===== config.mk =====
export PLATFORM = sky130hd
export DESIGN_NAME = div512
export DESIGN_NICKNAME = d
export VERILOG_FILES = /design/src/rtl/div512.sv
export SDC_FILE = /design/constraint.sdc
export NUM_CORES = 2
export LEC_CHECK = 0
export CORE_AREA = 2 2 606 608
export CTS_BUF_LIST = sky130_fd_sc_hd__clkbuf_2
export CTS_CLUSTER_SIZE = 20
export DETAILED_ROUTE_END_ITERATION = 6
export DIE_AREA = 0 0 608 610
export SYNTH_ARGS = -nofsm -noshare
export SYNTH_HDL_FRONTEND = slang
export SYNTH_SLANG_ARGS = --single-unit

===== constraint.sdc =====
create_clock -name clk -period 7.63 [get_ports clk]
set_input_delay 1.526 -clock clk [delete_from_list [all_inputs] [get_ports clk]]
set_output_delay 1.526 -clock clk [all_outputs]
set_load 0.005 [all_outputs]

===== src/rtl/div512.sv =====
// div512: 512-bit by 256-bit unsigned divider using restoring shift-subtract.
// One quotient bit is produced per clock, MSB first. A zero divisor skips the
// iterations and returns q = all ones, r = a[255:0] with dz set.
module div512 (
  input  logic         clk,
  input  logic         rstn,
  input  logic [511:0] a,
  input  logic [255:0] b,
  input  logic         start,
  output logic [511:0] q,
  output logic [255:0] r,
  output logic         done,
  output logic         busy,
  output logic         dz
);

  typedef enum logic [1:0] {
    IDLE = 2'd0,
    RUN  = 2'd1,
    FIN  = 2'd2
  } state_t;

  state_t r_state;
  state_t w_state_next;

  // r_quo starts as the dividend. Each iteration shifts its MSB into the
  // partial remainder and shifts the new quotient bit into its LSB, so after
  // 512 iterations it holds the quotient.
  logic [511:0] r_quo;
  logic [256:0] r_rem;
  logic [255:0] r_div;
  logic [8:0]   r_cnt;
  logic         r_zero;
  logic         r_dz;

  logic         w_accept;
  logic         w_last;
  logic [256:0] w_shift;
  logic [256:0] w_diff;
  logic         w_ge;

  // A new operation may start from IDLE or from the done cycle (FIN).
  assign w_accept = start && ((r_state == IDLE) || (r_state == FIN));

  // A zero divisor spends a single RUN cycle so done lands after edge N+1.
  assign w_last   = r_zero || (r_cnt == 9'd511);

  // Partial remainder shifted left with the next dividend bit.
  assign w_shift  = {r_rem[255:0], r_quo[511]};
  assign w_diff   = w_shift - {1'b0, r_div};
  // r_rem[256] stays 0 because the remainder is always kept below the
  // divisor; folding it in keeps the compare correct should it ever be set.
  assign w_ge     = r_rem[256] | (w_shift >= {1'b0, r_div});

  // State register.
  always_ff @(posedge clk or negedge rstn) begin
    if (!rstn) begin
      r_state <= IDLE;
    end else begin
      r_state <= w_state_next;
    end
  end

  // Next-state logic.
  always_comb begin
    w_state_next = r_state;
    case (r_state)
      IDLE:    if (start) w_state_next = RUN;
      RUN:     if (w_last) w_state_next = FIN;
      FIN:     w_state_next = start ? RUN : IDLE;
      default: w_state_next = IDLE;
    endcase
  end

  // Operand capture on acceptance, then one shift-subtract step per RUN cycle.
  always_ff @(posedge clk or negedge rstn) begin
    if (!rstn) begin
      r_quo  <= '0;
      r_rem  <= '0;
      r_div  <= '0;
      r_cnt  <= '0;
      r_zero <= 1'b0;
      r_dz   <= 1'b0;
    end else if (w_accept) begin
      r_quo  <= a;
      r_rem  <= '0;
      r_div  <= b;
      r_cnt  <= '0;
      r_zero <= (b == '0);
      r_dz   <= 1'b0;
    end else if (r_state == RUN) begin
      if (r_zero) begin
        r_quo <= '1;
        r_rem <= {1'b0, r_quo[255:0]};
        r_dz  <= 1'b1;
      end else begin
        r_rem <= w_ge ? w_diff : w_shift;
        r_quo <= {r_quo[510:0], w_ge};
        r_cnt <= r_cnt + 9'd1;
      end
    end
  end

  assign q    = r_quo;
  assign r    = r_rem[255:0];
  assign dz   = r_dz;
  assign done = (r_state == FIN);
  assign busy = (r_state == RUN);

endmodule


=== Word level (Yosys, flattened, before mapping) ===
Index checks and enable logic that the tools add are counted.

* Add/sub/neg operators: 2
* Reductions and logical operators: 10
* Equal/unequal tests: 6
* Muxes and demuxes: 17
* $lt $le $gt $ge: 1
* Bitwise gates (word level): 1

{| class="wikitable"
|+ Operator list
! cell !! count
|-
| $mux 512 || 3
|-
| $mux 257 || 4
|-
| $ge 257x256->1 || 1
|-
| $sub 257x256->257 || 1
|-
| $logic_not 256->1 || 1
|-
| $mux 9 || 3
|-
| $add 9x1->9 const B || 1
|-
| $eq 9x9->1 const B || 1
|-
| $pmux 2 s3 || 1
|-
| $reduce_and 2->1 || 3
|-
| $mux 1 || 4
|-
| $mux 2 || 2
|-
| $ne 2x1->1 const B || 2
|-
| $reduce_bool 2->1 || 2
|-
| $eq 2x1->1 const B || 1
|-
| $eq 2x2->1 const B || 1
|-
| $logic_not 2->1 || 1
|-
| $logic_or 1x1->1 || 2
|-
| $ne 2x2->1 const B || 1
|-
| $logic_and 1x1->1 || 1
|-
| $or 1x1->1 || 1
|}

* Register bits after elaboration: 1038
* Word-level logic and storage cells: 44
* Bits of input ports: 771
* Output and inout port bits: 771

=== Logic depth before layout (Yosys ltp) ===
* Word-level depth: 6
* Depth in mapped cells: 19
* Mapped depth without buffers: 17

=== Worst setup path after synthesis ===
Ideal clock, no wire load.

* Kind: register -> register
* From: register r_quo[511], in the netlist q[511]
* To: register r_rem[198]
* Library setup time: 135 ps
* Stages on the path, launching flop included: 18
* Data arrival time: 3545 ps
* Path slack: 3950 ps
* Path buffers: 0
* Period minus slack after synthesis: 3680 ps
* Required time: 7495 ps
* Path through: dfrtp_1 inv_1 ha_1 inv_1 fa_1 a21o_1 a311o_1 a21oi_2 nor3_1 o2111ai_1 nand2_1 a41o_1 a31o_2 a31oi_1 o21ai_0 xor2_1 a221oi_1 o21ai_0

* Word-level cells in the longest chain between the ends: 6
* Elaborated cells between the ends (all ways): 7
* Classes of those cells: 1 x add/sub; 1 x order compare; 4 x mux; 1 x bitwise

{| class="wikitable"
|+ RTL lines
! what !! line !! RTL
|-
| start, declared || 29 || <nowiki>logic [511:0] r_quo;</nowiki>
|-
| start signal, assigned || 98 || <nowiki>r_quo <= {r_quo[510:0], w_ge};</nowiki>
|-
| $ge 257x256->1 || 53 || <nowiki>assign w_ge = r_rem[256] | (w_shift >= {1'b0, r_div});</nowiki>
|-
| $or 1x1->1 || 53 ||
|-
| $mux 257 * || 97 || <nowiki>r_rem <= w_ge ? w_diff : w_shift;</nowiki>
|-
| $mux 257 * || 92 || <nowiki>if (r_zero) begin</nowiki>
|-
| $mux 257 * || 91 || <nowiki>end else if (r_state == RUN) begin</nowiki>
|-
| $mux 257 * || 84 || <nowiki>end else if (w_accept) begin</nowiki>
|-
| end signal, assigned || 94 || <nowiki>r_rem <= {1'b0, r_quo[255:0]};</nowiki>
|-
| end signal, assigned || 97 ||
|-
| end, declared || 30 || <nowiki>logic [256:0] r_rem;</nowiki>
|}

Mark *: on every way between the ends. The rest lies on a longest branch, timed or not. The select of a mux whose other input is x is not followed.
A chain may end at the register's enable or synchronous reset.

=== Worst setup path after layout ===
* From: register r_rem[168]
* To: register r_rem[226]

* Word-level cells in the longest chain between the ends: 6
* Elaborated cells between the ends (all ways): 7
* Classes of those cells: 1 x add/sub; 1 x order compare; 4 x mux; 1 x bitwise

{| class="wikitable"
|+ RTL lines
! what !! line
|-
| $ge 257x256->1 || 53
|-
| $or 1x1->1 || 53
|-
| $mux 257 * || 97
|-
| $mux 257 * || 92
|-
| $mux 257 * || 91
|-
| $mux 257 * || 84
|}

Marked as above.

==> insert_results.sql <==
INSERT INTO impl_metrics (metric_group, metric, value, unit) VALUES
('global_route', 'number_of_antenna_violations_at_the_first_check_in_global_routing', '195', ''),
('finish', 'finish.utilization', '26.0', '%'),
('yosys', 'postSynthRegisterBits', '1038', ''),
('pwr', 'p_leak', '36.8', 'nW'),
('pwr', 'power_density', '647', 'mW/mm^2'),
('clocking', 'clock_tree.root_cell', 'clkbuf_2', ''),
('floorplanning', 'starting_density_of_the_core', '19.6', '%'),
('global_route', 'grt_first_pass_wirelength', '685000', 'um'),
('worst_hold_path', 'path_category_of_the_worst_min_delay_check', 'in -> reg', ''),
('clocking', 'cts.clk_slew.worst_paths', '0.10', 'ns'),
('placed_design', 'post_dp_cell_area', '0.0893', 'mm^2'),
('finish', 'nFillCells', '40300', ''),
('yosys', 'synth_flop_cell', 'dfrtp_1', ''),
('routing', 'detail_route.iter0.violations', '8725', ''),
('clocking', 'tritoncts.num_buffers', '327', ''),
('timing', 'report.final.hold_viol_count', '0', ''),
('global_route', 'global_route.usage.total', '26.5', '%'),
('clocking', 'cts.sink_count', '1038', ''),
('routing', 'detail_routed_via_count_per_cell', '5.21', ''),
('critical_path', 'rr_startpoint', 'r_rem[168]$_DFFE_PN0P_', ''),
('placed_design', 'dp.final_hpwl', '416000', 'um'),
('yosys', 'yosys-top-cells-area', 'dfrtp_1 (36%), o21ai_0 (8.6%), nand2_1 (7.6%)', ''),
('timing', 'final.period_utilization', '79.2', '%'),
('timing', 'rsz0062_at_grt', 'no', ''),
('floorplanning', 'die_y', '610', 'um'),
('timing', 'tns', '0', 'ns'),
('finish', 'mostFrequentLayoutCells', 'clkdlybuf4s50_1 (1540), nand2_1 (1442), o21ai_0 (1229)', ''),
('yosys', 'synthDominantAreaCellType', 'dfrtp_1', ''),
('yosys', 'synth_cells', '9422', ''),
('timing', 'slew_viol_final', '1', ''),
('floorplanning', 'die_area', '0.371', 'mm^2'),
('placed_design', 'pre_cts_ws', '1.53', 'ns'),
('timing', 'final.setup_skew', '0.246', 'ns'),
('timing', 'post-route-worst-setup-slack', '1.59', 'ns'),
('yosys', 'yosys.cell_types.count', '108', ''),
('clocking', 'post_cts_sizing', '0', ''),
('critical_path', 'timing.critical_path.fanout_max', '31', ''),
('finish', 'final_stage_net_count', '11700', ''),
('critical_path', 'cp_data_required_time', '9.46', 'ns'),
('timing', 'worstMarginPinSlew', '1.49', 'ns'),
('placed_design', 'io_buffer_count', '1541', ''),
('routing', 'wire_per_inst', '32.6', 'um'),
('yosys', 'yosysSeqAreaShare', '36.4', '%'),
('timing', 'setup_violations', '0', ''),
('outcome', 'failed_checks', 'DRC, capacitance limit, slew limit', ''),
('yosys', 'synth.top_cell.area_share', '36.4', '%'),
('routing', 'drc_errors', '1', ''),
('clocking', 'clk_path_buf_depth', '4', ''),
('finish', 'stdcell_area', '0.0948', 'mm^2'),
('timing', 'final_period_minus_worst_setup_slack', '6.04', 'ns'),
('timing', 'final.hold.worst_slack', '0.129', 'ns'),
('yosys', 'synth_area_per_cell', '7.58', 'um^2'),
('job', 'cap_viol_max_count', '1', ''),
('routing', 'detailedRoute.firstPassIterationCount', '7', ''),
('routing', 'drt-total-wl', '515000', 'um'),
('finish', 'drive_above_1_share', '6.49', '%'),
('pwr', 'max-vdd-ir-drop', '0.000419', 'V'),
('critical_path', 'critical_path_start_type', 'flip-flop', ''),
('clocking', 'clk-insertion-delay-late', '2.01', 'ns'),
('critical_path', 'startpoint', 'r_rem[168]$_DFFE_PN0P_', ''),
('yosys', 'mappedNetlistNets', '10500', ''),
('floorplanning', 'rows', '222', ''),
('global_route', 'grt_pass1_vias', '78500', ''),
('yosys', 'syn-cell-area', '0.0714', 'mm^2'),
('outcome', 'outcome', 'finished, violations left', ''),
('finish', 'area_delta_synth_final', '32.7', '%'),
('timing', 'tightest_slew_margin_relative_to_the_limit', '-0.216', '%'),
('critical_path', 'end_kind', 'flip-flop', ''),
('clocking', 'tritoncts', 'done', ''),
('routing', 'num_vias', '82400', ''),
('critical_path', 'crit_arrival', '7.87', 'ns');
what timing repair did:
action | in CTS | in global routing
hold endpoints to repair | 300 | 0
setup buffers | 0 | 0
hold buffers | 241 | 0
setup endpoints to repair | 0 | 0
cell type report:
cell class	instances	area (um^2)	area share, %
multi-input combinational	7082	39500	41.7
sequential	1038	26000	27.4
timing repair buffer	1891	18900	19.9
tap	4816	6030	6.35
clock buffer	450	2250	2.38
inverter	351	1330	1.40
clock inverter	98	607	0.640
antenna	87	218	0.230
worst max-delay path, stage by stage, from the launching register on:
cell and delay [ns]:
dfrtp_1 0.50, ha_1 0.51, and4_1 0.32, nand2_1 0.26
nor4_1 0.54, nand4_1 0.55, nor3_1 0.31, nand3_1 0.13
o211ai_1 0.22, or2_1 0.26, o32a_4 0.65, nand2_1 0.85
nor4_1 0.51, a32oi_1 0.15, nand2_1 0.07
stage by stage:
step           power (mW)  std cells
2_1_floorplan        36.0       9422
3_3_place_gp         55.3      14900
3_5_place_dp         55.4      14900
4_1_cts              60.6      15700
5_1_grt              64.7      15800
6_report             61.3      15800
path summary, 6_finish.rpt:
path / endpoint / slack, ns
worst max-delay path: r_rem[226]$_DFFE_PN0P_ / 1.59
worst min-delay path: q[144]$_DFFE_PN0P_ / 0.13
worst max register to register: r_rem[226]$_DFFE_PN0P_ / 1.59
worst min register to register: r_rem[158]$_DFFE_PN0P_ / 0.51
max in group asynchronous: q[359]$_DFFE_PN0P_ / 5.27
min in group asynchronous: r_rem[165]$_DFFE_PN0P_ / 0.24
kinds of logic after synthesis:
| kind of cell | after synthesis | synth area share (%) |
|---|---|---|
| mux | 36 | 0.515 |
| simple gates | 3171 | 19.1 |
| flops | 1038 | 36.4 |
| xor+xnor | 236 | 2.89 |
| buf+inv | 1302 | 8.51 |
| compound gates | 3380 | 28.1 |
| fa+ha+maj | 259 | 4.55 |
synthesized netlist by cell type, types with 30 or more instances:
| cell type | n |
|---|---|
| buf_2 | 129 |
| or3_1 | 41 |
| a211oi_1 | 53 |
| a21oi_1 | 715 |
| o21a_1 | 51 |
| dfrtp_1 | 1038 |
| o31ai_1 | 33 |
| a221oi_1 | 40 |
| buf_1 | 44 |
| o21ai_1 | 115 |
| ha_1 | 258 |
| nand4_1 | 208 |
| o21ai_0 | 1230 |
| nor4_1 | 115 |
| a31oi_1 | 560 |
| clkbuf_1 | 502 |
| nor2_1 | 1010 |
| mux2i_1 | 30 |
| o21bai_1 | 98 |
| nor3_1 | 110 |
| o211ai_1 | 75 |
| nand3_1 | 75 |
| a21o_1 | 103 |
| a22o_1 | 74 |
| nand2_1 | 1443 |
| inv_1 | 350 |
| buf_4 | 273 |
| xnor2_1 | 136 |
| xor2_1 | 100 |
power by group:
| group | internal (mW) | leakage (nW) | switching [mW] |
|---|---|---|---|
| registers | 8.64 | 12.4 | 3.95 |
| clock network | 1.79 | 2.16 | 3.03 |
| logic | 15.9 | 22.3 | 28.0 |
| total | 26.4 | 36.8 | 35.0 |
per-layer routing:
layer  routed length, um  up-vias  global-route usage, %  share of wire [%]
met5                 940        -                      0               0.18
met4               43400      144                   19.1                8.4
met3               50200     1184                   8.67                9.7
met2              224000     4434                   40.6                 44
met1              197000    40600                   31.1                 38
li1                    -    36100                      -                  -
state kept, by name, summed over array words and instances, names as in the netlist:
| register | flops |
|---|---|
| r_rem | 257 |
| r_zero | 1 |
| r_state | 2 |
| dz | 1 |
| q | 512 |
| r_div | 256 |
| r_cnt | 9 |
(Power assumes the default switching activity.)
